===== src/rtl/block_lock_66.sv =====
// 64b/66b block-lock FSM. Watches the sync header of each 66-bit word from the gearbox.
// While alignment is not found it asks the gearbox for one-bit slips. Once headers are
// stable it declares block lock. Words are forwarded, registered, to the descrambler.
module block_lock_66 #(
   parameter int unsigned LOCK_CNT     = 64,
   parameter int unsigned WINDOW       = 64,
   parameter int unsigned BAD_LIMIT    = 16,
   parameter int unsigned SLIP_HOLDOFF = 4,
   parameter int unsigned ERR_W        = 16
) (
   input  logic              clk,
   input  logic              arst_n,
   input  logic [65:0]       din,
   input  logic              din_valid,
   output logic              slip,
   output logic              block_lock,
   output logic [65:0]       dout,
   output logic              dout_valid,
   output logic              hdr_err,
   output logic [ERR_W-1:0]  err_count,
   input  logic              err_clear
);

   localparam int unsigned ShW   = $clog2(LOCK_CNT + 1);
   localparam int unsigned WinW  = $clog2(WINDOW + 1);
   localparam int unsigned BadW  = $clog2(BAD_LIMIT + 1);
   localparam int unsigned HoldW = $clog2(SLIP_HOLDOFF + 1);

   typedef enum logic [1:0] {StHunt, StSlip, StHoldoff, StLocked} state_e;

   state_e             state_q;
   logic [ShW-1:0]     sh_cnt_q;
   logic [WinW-1:0]    win_cnt_q;
   logic [BadW-1:0]    bad_cnt_q;
   logic [HoldW-1:0]   hold_cnt_q;

   logic hdr_good;
   logic hdr_bad_valid;

   // 01 and 10 are the only legal sync headers
   assign hdr_good      = din[1] ^ din[0];
   assign hdr_bad_valid = din_valid & ~hdr_good;

   // Registered pass-through; header error flagged in the same output cycle as the word
   always_ff @(posedge clk or negedge arst_n) begin
      if (!arst_n) begin
         dout       <= '0;
         dout_valid <= 1'b0;
         hdr_err    <= 1'b0;
      end else begin
         dout       <= din;
         dout_valid <= din_valid;
         // Headers are unreliable while the gearbox realigns after a slip
         hdr_err    <= hdr_bad_valid && (state_q != StHoldoff);
      end
   end

   // Lock FSM with its counters and registered slip/block_lock outputs
   always_ff @(posedge clk or negedge arst_n) begin
      if (!arst_n) begin
         state_q    <= StHunt;
         sh_cnt_q   <= '0;
         win_cnt_q  <= '0;
         bad_cnt_q  <= '0;
         hold_cnt_q <= '0;
         slip       <= 1'b0;
         block_lock <= 1'b0;
      end else begin
         unique case (state_q)
            StHunt: begin
               if (din_valid) begin
                  if (!hdr_good) begin
                     state_q  <= StSlip;
                     sh_cnt_q <= '0;
                     slip     <= 1'b1;
                  end else if (sh_cnt_q == ShW'(LOCK_CNT - 1)) begin
                     state_q    <= StLocked;
                     sh_cnt_q   <= '0;
                     win_cnt_q  <= '0;
                     bad_cnt_q  <= '0;
                     block_lock <= 1'b1;
                  end else begin
                     sh_cnt_q <= sh_cnt_q + ShW'(1);
                  end
               end
            end
            StSlip: begin
               // Single-cycle pulse; the word arriving now is not part of the holdoff
               state_q    <= StHoldoff;
               hold_cnt_q <= '0;
               slip       <= 1'b0;
            end
            StHoldoff: begin
               if (din_valid) begin
                  if (hold_cnt_q == HoldW'(SLIP_HOLDOFF - 1)) begin
                     state_q    <= StHunt;
                     hold_cnt_q <= '0;
                     sh_cnt_q   <= '0;
                  end else begin
                     hold_cnt_q <= hold_cnt_q + HoldW'(1);
                  end
               end
            end
            StLocked: begin
               if (din_valid) begin
                  // Loss of lock wins over a window rollover on the same word
                  if (!hdr_good && (bad_cnt_q == BadW'(BAD_LIMIT - 1))) begin
                     state_q    <= StSlip;
                     win_cnt_q  <= '0;
                     bad_cnt_q  <= '0;
                     slip       <= 1'b1;
                     block_lock <= 1'b0;
                  end else if (win_cnt_q == WinW'(WINDOW - 1)) begin
                     win_cnt_q <= '0;
                     bad_cnt_q <= '0;
                  end else begin
                     win_cnt_q <= win_cnt_q + WinW'(1);
                     if (!hdr_good) begin
                        bad_cnt_q <= bad_cnt_q + BadW'(1);
                     end
                  end
               end
            end
            default: begin
               state_q    <= StHunt;
               slip       <= 1'b0;
               block_lock <= 1'b0;
            end
         endcase
      end
   end

   // Saturating bad-header counter, only while locked; clear beats increment
   always_ff @(posedge clk or negedge arst_n) begin
      if (!arst_n) begin
         err_count <= '0;
      end else if (err_clear) begin
         err_count <= '0;
      end else if ((state_q == StLocked) && hdr_bad_valid && (err_count != {ERR_W{1'b1}})) begin
         err_count <= err_count + ERR_W'(1);
      end
   end

`ifndef SYNTHESIS
   // Parameter legality
   a_params_legal : assert property (@(posedge clk)
      (LOCK_CNT >= 1) && (BAD_LIMIT >= 1) && (WINDOW >= BAD_LIMIT) && (SLIP_HOLDOFF >= 1));
`endif

endmodule


===== config.mk =====
export PLATFORM = sky130hd
export DESIGN_NAME = block_lock_66
export DESIGN_NICKNAME = d
export VERILOG_FILES = /design/src/rtl/block_lock_66.sv
export SDC_FILE = /design/constraint.sdc
export NUM_CORES = 1
export LEC_CHECK = 0
export ABC_AREA = 1
export BUFFER_PORTS_ARGS = -buffer_cell sky130_fd_sc_hd__clkbuf_2
export CAP_MARGIN = 20
export CELL_PAD_IN_SITES_DETAIL_PLACEMENT = 0
export CELL_PAD_IN_SITES_GLOBAL_PLACEMENT = 1
export CORE_AREA = 3 3 113 115
export DETAILED_ROUTE_END_ITERATION = 8
export DIE_AREA = 0 0 116 118
export PLACE_DENSITY_LB_ADDON = 0.1
export SKIP_CTS_REPAIR_TIMING = 1
export SYNTH_ARGS = -nofsm -noshare
export SYNTH_HDL_FRONTEND = slang
export SYNTH_SLANG_ARGS = --single-unit

===== constraint.sdc =====
create_clock -name clk -period 2 [get_ports clk]
set_input_delay 0.1 -clock clk [delete_from_list [all_inputs] [get_ports clk]]
set_output_delay 0.1 -clock clk [all_outputs]
set_load 0.02 [all_outputs]

==> Flow_metrics.wiki, run 1 <==
{| class="wikitable"
! Metric !! Value
|-
| Total negative slack for setup checks || 0 ps
|-
| Prevailing post-synth register cell || sky130_fd_sc_hd__dfrtp_1
|-
| Number of global-route vias before repair || 3516
|-
| Clock tree sinks || 110
|-
| Number of buffers added on ports || 155
|-
| Kind of critical path || reg -> reg
|-
| Unrepaired setup endpoints after global routing || no
|-
| Total power per unit cell area || between 800 and 900 nW/um^2
|-
| Htree depth || 3
|-
| Critical register-to-register path startpoint || state_q[1]
|-
| Number of enable-type register cells in the synthesized netlist || 0
|-
| Critical Path Fanout Max || 12
|-
| Vertical die dimension || roughly 120 microns
|-
| Endpoints failing hold || 0
|-
| Netlist area before placement || about 4400 sq um
|-
| Mean Syn Cell Area || ~10 sq um
|-
| Layout Cells excl Fill || 818
|-
| Master cell of the clock root buffer || sky130_fd_sc_hd__clkbuf_16
|-
| Total routed wirelength || around 12000 microns
|-
| Beginning of the critical path || state_q[1]
|-
| Die outline area || roughly 14000 sq um
|-
| Maximum number of pins on one net before global-route repair || 44
|-
| Placement Cell Area || around 5400 sq um
|-
| Maximum root-to-sink buffer count || 2
|-
| Maximum clock frequency || roughly 560 MHz
|-
| Total overflow reported by the global router || 0
|-
| Floorplan core area || 11910 sq um
|-
| FF-to-FF setup slack || 230 ps
|-
| Wire length per cell after detailed routing || around 15 microns
|-
| Net switching power || between 0.0015 and 0.002 W
|-
| Tot GR Track Use || 0.1670
|-
| Startpoint types || flop
|-
| Maxcap violations || 0
|-
| Via-to-Cell Ratio || between 4 and 5
|-
| Register bit count reported by yosys || 110
|-
| Capture point of the critical path || win_cnt_q[3]
|-
| Cell count after synthesis || 430
|-
| Critical R2R Capture || win_cnt_q[3]
|-
| Final Wtd Congestion || 0.8092
|-
| Most frequently used cell type in the post-synthesis netlist || sky130_fd_sc_hd__nand2_1
|-
| Endpoint class of the critical path || flop
|-
| Number of detailed-route iterations in the first pass || 4
|-
| Clock tree from TritonCTS || yes
|-
| Number of library cell types mapped by synthesis || 33
|-
| Starting DRT DRC Count || between 150 and 200
|-
| Share of power burned in the clock network || 0.301
|-
| Clock buffers created by TritonCTS || 9
|-
| Internal || 0.003825 W
|-
| Number of warnings issued by yosys || 0
|-
| Post-route clock period utilization || 0.8853
|-
| Most frequent cells after synthesis || sky130_fd_sc_hd__nand2_1 (114), sky130_fd_sc_hd__dfrtp_1 (110), sky130_fd_sc_hd__nor2_1 (41)
|-
| I/O pin cnt || between 150 and 200
|-
| Insertion delay of the later-clocked pin in the worst-skew pair || 350 ps
|-
| Final critical delay including setup and external delays || about 1800 ps
|-
| # rows || 40
|-
| Async SR Flop Fraction || 1.000
|-
| Share of post-route cells with drive strength above 1 || 0.2846
|-
| Wire length of the first global-routing pass || approximately 18000 microns
|-
| Worst IR Drop VDD || approximately 590 uV
|-
| Arrival @ worst endpoint || about 2000 ps
|-
| Final-stage net count || approximately 750
|-
| Top-area cell type share of the netlist area || 0.6309
|-
| Die extent in x || 116 microns
|-
| Detailed-route DRC error count || 0
|-
| Share of total power in combinational logic || 0.251
|-
| Clock-pin slew reported for the worst setup and hold paths after clock tree synthesis || approximately 70 ps
|-
| Final antenna diode count || 0
|-
| Final standard cell area without fillers || about 6300 sq um
|-
| Cell type contributing the most total cell area after synthesis || sky130_fd_sc_hd__dfrtp_1
|-
| Fin. max-slew vios || 0
|-
| Leading cell types by total area after synthesis || sky130_fd_sc_hd__dfrtp_1 (63%), sky130_fd_sc_hd__nand2_1 (9.8%), sky130_fd_sc_hd__nor2_1 (3.5%)
|-
| Kind of path behind the tightest hold check || in -> reg
|-
| Remaining number of nets flagged by the antenna check after routing || 0
|-
| Worst rel slew slack || 0.6470
|-
| FILL cells || between 1000 and 1500
|-
| Antenna violations before repair || 0
|-
| Cell Count Post-Placement || 735
|-
| Sequential area share after synthesis || 0.6309
|-
| Leakage power figure || approximately 3.3 nW
|-
| Post-synthesis to final-layout area growth || 45.28%
|-
| Transition time at the pin with the least slew margin || about 530 ps
|-
| Number of vias in the routed layout || between 3000 and 4000
|-
| Sw Share || 0.3227
|-
| Hold slack || approximately 130 ps
|-
| CP required || 2260 ps
|-
| Total of endpoints with negative setup slack in the final report || 0
|-
| Initial cell density of the core || 0.3663
|-
| Path depth of the worst reg2reg path || 9
|-
| Net count after synthesis || about 510
|-
| Result of the run || finished, final reports clean
|-
| Detailed placer's ending HPWL || about 8600 microns
|-
| Proportion of power drawn by flip-flops and latches || 0.448
|-
| Worst-case clock skew || roughly 5.2 ps
|}
## power by group through the flow
stage                     sequential, W  clock, W  combinational, W
final                           0.00253   0.00170           0.00142
after global routing            0.00255   0.00184           0.00162
after CTS                       0.00253   0.00176           0.00128
after detailed placement        0.00257         0           0.00127
after global placement          0.00256         0           0.00127
after floorplan                 0.00267         0          0.000753
## layout make-up
class | count | area (sq um) | area share
clock buffers | 12 | 246.5 | 0.03889
clock inverters | 3 | 28.78 | 0.004540
inverters | 40 | 150.1 | 0.02369
multi-input cells | 275 | 1433 | 0.2260
flip-flops and latches | 110 | 2753 | 0.4343
well taps | 147 | 183.9 | 0.02902
repair buffers | 231 | 1544 | 0.2436
## per-stage QoR
| stage | util | setup slack (ps) | total power (W) |
|---|---|---|---|
| after detailed placement | 0.4506 | 142.1 | 0.003842 |
| final | 0.5321 | 229.3 | 0.005648 |
| after global placement | 0.4506 | 179.5 | 0.003826 |
| after CTS | 0.4737 | 123.9 | 0.005564 |
| after floorplan | - | 345.2 | 0.003427 |
| after global routing | 0.5321 | 27.18 | 0.006008 |
## kinds of logic (layout without fill, tap and decap cells)
family          count (synthesis)  after routing  synth area share
flops                         110            110            0.6309
compound gates                 29             29           0.03843
xor+xnor                       10             10           0.02007
fa+ha+maj                      12             12           0.03441
simple gates                  224            224            0.2320
buf+inv                        45            286           0.04416
## metal layers
metal	routed length, microns	up-vias	global-route usage
li1	-	1854	-
met1	4967	1776	0.2094
met4	306	0	0.07034
met2	6241	80	0.2781
met3	490	22	0.03290
met5	0	-	0
## how the worst min path moves through the flow
stage                          from             to  slack (ps)  depth (start not counted)
after floorplan              arst_n   bad_cnt_q[0]        -200                          0
after global placement       arst_n       dout[10]          70                          1
after detailed placement     arst_n        dout[7]          80                          1
after CTS                    arst_n       dout[10]        -300                          1
after global routing      err_clear   err_count[1]         140                          4
final                     err_clear  err_count[12]         130                          4
## cell usage in the layout (no fill, tap or decap), types with 2 or more instances in the layout
| master | count |
|---|---|
| sky130_fd_sc_hd__clkbuf_2 | 154 |
| sky130_fd_sc_hd__nand2_1 | 114 |
| sky130_fd_sc_hd__dfrtp_1 | 110 |
| sky130_fd_sc_hd__dlygate4sd3_1 | 68 |
| sky130_fd_sc_hd__nor2_1 | 41 |
| sky130_fd_sc_hd__inv_1 | 38 |
| sky130_fd_sc_hd__nand3_1 | 27 |
| sky130_fd_sc_hd__nand4_1 | 21 |
| sky130_fd_sc_hd__o21ai_0 | 15 |
| sky130_fd_sc_hd__ha_1 | 12 |
| sky130_fd_sc_hd__xor2_1 | 10 |
| sky130_fd_sc_hd__clkbuf_16 | 9 |
| sky130_fd_sc_hd__buf_4 | 7 |
| sky130_fd_sc_hd__nor2_4 | 5 |
| sky130_fd_sc_hd__nor3_1 | 4 |
| sky130_fd_sc_hd__a21oi_1 | 4 |
| sky130_fd_sc_hd__nand3b_1 | 3 |
| sky130_fd_sc_hd__o21bai_1 | 3 |
| sky130_fd_sc_hd__inv_2 | 2 |
| sky130_fd_sc_hd__or2_2 | 2 |
| sky130_fd_sc_hd__a21boi_0 | 2 |
| sky130_fd_sc_hd__clkbuf_1 | 2 |
| sky130_fd_sc_hd__buf_12 | 2 |
## flip-flops by register name, indices dropped and copies added, names as in the netlist
signal,count
bad_cnt_q,5
block_lock,1
dout,66
dout_valid,1
err_count,16
hdr_err,1
hold_cnt_q,3
sh_cnt_q,7
slip,1
state_q,2
win_cnt_q,7
## worst max-delay path, stage by stage, from the launching register on
cell,delay (ps)
sky130_fd_sc_hd__dfrtp_1,430
sky130_fd_sc_hd__inv_1,110
sky130_fd_sc_hd__ha_1,260
sky130_fd_sc_hd__o21ai_2,160
sky130_fd_sc_hd__nand2_1,110
sky130_fd_sc_hd__nor2_4,170
sky130_fd_sc_hd__nand2_4,130
sky130_fd_sc_hd__inv_1,150
sky130_fd_sc_hd__nand3_1,80
sky130_fd_sc_hd__o21ai_0,80
Power figures use the tool's default switching activity.
==> run 2, diff against run 1 <==
--- a/config.mk
+++ b/config.mk
@@ -5,14 +5,13 @@
 export SDC_FILE = /design/constraint.sdc
 export NUM_CORES = 1
 export LEC_CHECK = 0
-export ABC_AREA = 1
 export BUFFER_PORTS_ARGS = -buffer_cell sky130_fd_sc_hd__clkbuf_2
 export CAP_MARGIN = 20
 export CELL_PAD_IN_SITES_DETAIL_PLACEMENT = 0
 export CELL_PAD_IN_SITES_GLOBAL_PLACEMENT = 1
-export CORE_AREA = 3 3 113 115
+export CORE_AREA = 3 3 110 112
 export DETAILED_ROUTE_END_ITERATION = 8
-export DIE_AREA = 0 0 116 118
+export DIE_AREA = 0 0 113 115
 export PLACE_DENSITY_LB_ADDON = 0.1
 export SKIP_CTS_REPAIR_TIMING = 1
 export SYNTH_ARGS = -nofsm -noshare
==> run 2 against run 1 <==
Worst hold slack gained 9.1 ps. Cell area grew 0.45%. Largest power group unchanged. Clock power grew 12%. First-iteration DRC count shrank 9.1%. Global-route usage grew 0.082 points. Fmax shrank 6.4%. Largest cell class unchanged. Sequential cell count is the same. Clock skew grew 3.5 ps. Count of clock-buffer cells in the layout shrank 3.
==> Flow_metrics.wiki, run 2 <==
{| class="wikitable"
! Metric !! Value
|-
| Sw Share || 0.3080 (was 0.3227)
|-
| Mean Syn Cell Area || 12.70 sq um (was 10.15 sq um)
|-
| Total power per unit cell area || 934.6 nW/um^2 (was 891.0 nW/um^2)
|-
| Fin. max-slew vios || 0 (unchanged)
|-
| Prevailing post-synth register cell || sky130_fd_sc_hd__dfrtp_1 (unchanged)
|-
| Final critical delay including setup and external delays || 1893 ps (was 1771 ps)
|-
| Tot GR Track Use || 0.1678 (was 0.1670)
|-
| Die outline area || 13000 sq um (was 13690 sq um)
|-
| Post-synthesis to final-layout area growth || 51.41% (was 45.28%)
|-
| Setup WS post-layout || 107.3 ps (was 229.3 ps)
|-
| Worst IR Drop VDD || 573.7 uV (was 593.2 uV)
|-
| Endpoints failing hold || 0 (unchanged)
|-
| Met1 track demand over resource || 0.1890 (was 0.2094)
|-
| Top-area cell type share of the netlist area || 0.6546 (was 0.6309)
|-
| Arrival @ worst endpoint || 2180 ps (was 2030 ps)
|-
| Total of endpoints with negative setup slack in the final report || 0 (unchanged)
|-
| Net switching power || 0.001833 W (was 0.001823 W)
|-
| # rows || 39 (was 40)
|-
| Endpoint class of the critical path || flop (unchanged)
|-
| Sequential area share after synthesis || 0.6546 (was 0.6309)
|-
| Final-stage net count || 665 (was 749)
|-
| Transition time at the pin with the least slew margin || 544.5 ps (was 529.0 ps)
|-
| Cell type of the slowest stage on the worst timing path || sky130_fd_sc_hd__dfrtp_1 (unchanged)
|-
| FF-to-FF setup slack || 110 ps (was 230 ps)
|-
| Total overflow reported by the global router || 0 (unchanged)
|-
| Wire length per cell after detailed routing || 15.16 microns (was 14.68 microns)
|-
| Maximum clock frequency || 528.3 MHz (was 564.8 MHz)
|-
| Worst hold path cell count || 2 (was 4)
|-
| Number of buffers added on ports || 155 (unchanged)
|-
| Detailed placer's ending HPWL || 7861 microns (was 8631 microns)
|-
| Clock-pin slew reported for the worst setup and hold paths after clock tree synthesis || 70 ps (about the same)
|-
| Most common library cell in the layout ignoring fill and taps || sky130_fd_sc_hd__clkbuf_2 (unchanged)
|-
| Number of buffers and inverters on the critical path || 2 (unchanged)
|-
| Unrepaired setup endpoints after global routing || no (unchanged)
|-
| CP required || 2290 ps (was 2260 ps)
|-
| Global Route met2 Usage || 0.2852 (was 0.2781)
|-
| Startpoint types || flop (unchanged)
|-
| Master cell of the clock root buffer || sky130_fd_sc_hd__clkbuf_16 (unchanged)
|-
| Result of the run || finished, final reports clean (unchanged)
|-
| Cell count after synthesis || 331 (was 430)
|-
| Maximum number of pins on one net before global-route repair || 41 (was 44)
|-
| Most used routing layer || met2 (unchanged)
|-
| Number of enable-type register cells in the synthesized netlist || 0 (unchanged)
|-
| Proportion of power drawn by flip-flops and latches || 0.421 (was 0.448)
|-
| Net count after synthesis || 413 (was 512)
|-
| Post-route clock period utilization || 0.9463 (was 0.8853)
|-
| Met3 capacity usage during global routing || 0.07474 (was 0.03290)
|-
| Critical R2R Capture || bad_cnt_q[1] (was win_cnt_q[3])
|-
| Initial cell density of the core || 0.3715 (was 0.3663)
|-
| Leakage power figure || 3.116 nW (was 3.256 nW)
|-
| Clock buffers created by TritonCTS || 9 (unchanged)
|-
| Antenna violations before repair || 0 (unchanged)
|-
| Maximum root-to-sink buffer count || 2 (unchanged)
|-
| Pre-CTS worst setup slack || 46.90 ps (was 142.1 ps)
|-
| Final Wtd Congestion || 0.7598 (was 0.8092)
|-
| Largest registers in the final layout || dout: 66 flops, err_count: 16 flops (unchanged)
|-
| Number of library cell types mapped by synthesis || 46 (was 33)
|-
| Worst rel slew slack || 0.6358 (was 0.6470)
|-
| Register bit count reported by yosys || 110 (unchanged)
|-
| Vertical die dimension || 115 microns (was 118 microns)
|-
| Max reg flops || 66 (unchanged)
|-
| Kind of critical path || reg -> reg (unchanged)
|-
| Number of global-route vias before repair || 3275 (was 3516)
|-
| Critical register-to-register path startpoint || state_q[0] (was state_q[1])
|-
| Kind of path behind the tightest hold check || in -> reg (unchanged)
|-
| Reg with most FFs || dout (unchanged)
|-
| Number of detailed-route iterations in the first pass || 4 (unchanged)
|-
| Wire length of the first global-routing pass || 16780 microns (was 17850 microns)
|-
| Remaining number of nets flagged by the antenna check after routing || 0 (unchanged)
|-
| Most frequently used cell type in the post-synthesis netlist || sky130_fd_sc_hd__dfrtp_1 (was sky130_fd_sc_hd__nand2_1)
|-
| Netlist area before placement || 4205 sq um (was 4363 sq um)
|-
| Worst-case clock skew || 8.788 ps (was 5.248 ps)
|-
| Share of total power in combinational logic || 0.259 (was 0.251)
|-
| Cell breakdown of the critical path || inv_1 -> ha_2 -> a211o_1 -> nor4_1 -> buf_4 -> a22o_1 (was inv_1 -> ha_1 -> o21ai_2 -> nand2_1 -> nor2_4 -> nand2_4 -> inv_1 -> nand3_1 -> o21ai_0)
|-
| I/O pin cnt || 156 (unchanged)
|-
| Most frequent cells in the layout || sky130_fd_sc_hd__clkbuf_2 (154), sky130_fd_sc_hd__dfrtp_1 (109), sky130_fd_sc_hd__dlygate4sd3_1 (67), sky130_fd_sc_hd__buf_4 (25), sky130_fd_sc_hd__nor2_1 (19) (was sky130_fd_sc_hd__clkbuf_2 (154), sky130_fd_sc_hd__nand2_1 (114), sky130_fd_sc_hd__dfrtp_1 (110), sky130_fd_sc_hd__dlygate4sd3_1 (68), sky130_fd_sc_hd__nor2_1 (41))
|-
| Critical Path Fanout Max || 5 (was 12)
|-
| Finished Core Util || 0.5624 (was 0.5321)
|-
| Internal || 0.004118 W (was 0.003825 W)
|-
| Maxcap violations || 0 (unchanged)
|-
| Via-to-Cell Ratio || 4.791 (was 4.562)
|-
| Starting DRT DRC Count || 159 (was 175)
|-
| Total negative slack for setup checks || 0 ps (unchanged)
|-
| Startpoint of the lowest-slack hold path || din_valid (was err_clear)
|-
| Clock tree sinks || 110 (unchanged)
|-
| Number of warnings issued by yosys || 0 (unchanged)
|-
| Share of power burned in the clock network || 0.320 (was 0.301)
|-
| Total routed wirelength || 11090 microns (was 12010 microns)
|-
| Clock tree from TritonCTS || yes (unchanged)
|-
| Path depth of the worst reg2reg path || 6 (was 9)
|-
| Async SR Flop Fraction || 1.000 (unchanged)
|-
| Die extent in x || 113 microns (was 116 microns)
|-
| Top delay family on crit path || compound AO/OA/AOI/OAI gates (was simple AND/OR/NAND/NOR gates)
|-
| Number of vias in the routed layout || 3502 (was 3732)
|-
| Insertion delay of the later-clocked pin in the worst-skew pair || 360 ps (was 350 ps)
|-
| Htree depth || 3 (unchanged)
|-
| Critical path's largest stage delay || 400 ps (was 430 ps)
|-
| Endpoint of the worst hold-timing path || hold_cnt_q[2] (was err_count[12])
|-
| Leading cell types by total area after synthesis || sky130_fd_sc_hd__dfrtp_1 (65%), sky130_fd_sc_hd__ha_1 (3.6%), sky130_fd_sc_hd__mux2_2 (2.4%) (was sky130_fd_sc_hd__dfrtp_1 (63%), sky130_fd_sc_hd__nand2_1 (9.8%), sky130_fd_sc_hd__nor2_1 (3.5%))
|-
| Cell type contributing the most total cell area after synthesis || sky130_fd_sc_hd__dfrtp_1 (unchanged)
|-
| Share of post-route cells with drive strength above 1 || 0.3707 (was 0.2846)
|-
| Most frequent cells after synthesis || sky130_fd_sc_hd__dfrtp_1 (110), sky130_fd_sc_hd__nor2_1 (20), sky130_fd_sc_hd__nand2_1 (18) (was sky130_fd_sc_hd__nand2_1 (114), sky130_fd_sc_hd__dfrtp_1 (110), sky130_fd_sc_hd__nor2_1 (41))
|-
| Detailed-route DRC error count || 0 (unchanged)
|-
| Floorplan core area || 11320 sq um (was 11910 sq um)
|-
| Final antenna diode count || 0 (unchanged)
|}
## run 2: changes by cell type in the layout (fill, tap and decap cells not counted), sizes merged, moves of 8 or more
cell / delta
nand3: -19
mux2: +9
buf: +18
inv: -27
nor2b: +11
nand2: -98
a21oi: +9
nor2: -28
nand4: -14
a22o: +8
## run 2: layout make-up
type	count	area [sq um]
Clock buffer	9	225.2
Clock inverter	7	101.3
Fill cell	986	4954
Inverter	12	45.04
Multi-Input combinational cell	202	1394
Sequential cell	110	2754
Tap cell	143	178.9
Timing Repair Buffer	248	1669
## run 2: how the worst max path moves through the flow
stage | start | cells after the start | slack [ps] | end
floorplan | err_count[5] | 5 | 10 | err_count[15]
global placement | bad_cnt_q[1] | 8 | 100 | win_cnt_q[3]
detailed placement | bad_cnt_q[1] | 8 | 50 | win_cnt_q[5]
CTS | bad_cnt_q[1] | 8 | 40 | win_cnt_q[5]
global route | err_count[1] | 5 | 0.1 | err_count[3]
finish | state_q[0] | 6 | 110 | bad_cnt_q[1]
## run 2: per-stage QoR
stage               hold WS [ps]  std cells  power, W  area [sq um]
floorplan                 -195.6        331  0.003371          4208
global placement           104.7        647  0.003917          5345
detailed placement         108.7        647  0.003953          5345
CTS                       -282.4        663  0.005899          5672
global route               158.9        731  0.006302          6367
finish                     135.7        731  0.005951          6367
## run 2: metal layers
metal | share of wire | up-vias
li1 | - | 1708
met5 | 0 | -
met4 | 0.017 | 0
met2 | 0.54 | 91
met1 | 0.39 | 1690
met3 | 0.062 | 13
## run 2: worst register-to-register path: cells and delay by family (launching register included)
family / cells / cell delay [ps]
AOI/OAI and AO/OA: 2 / 500
DFF: 1 / 400
and+or+nand+nor: 1 / 280
adders and majority gates: 1 / 320
buffers and inverters: 2 / 320
## run 2: power by group through the flow
stage / clock network, W / registers [W] / logic [W]
2_1_floorplan: 0 / 0.00264 / 0.000728
3_3_place_gp: 0 / 0.00254 / 0.00138
3_5_place_dp: 0 / 0.00255 / 0.00140
4_1_cts: 0.00198 / 0.00251 / 0.00141
5_1_grt: 0.00205 / 0.00253 / 0.00172
6_report: 0.00191 / 0.00251 / 0.00154
## run 2: cells by family (layout without fill, tap and decap cells)
kind of cell,count (synthesis),after routing,share of synthesized area
AND/OR/NAND/NOR,104,104,0.1354
AO/OA/AOI/OAI,69,69,0.1128
multiplexers,13,13,0.03362
buffers and inverters,19,276,0.01785
adder cells (fa/ha/maj),12,12,0.03570
XOR/XNOR,4,4,0.01012
flip-flops,110,110,0.6546
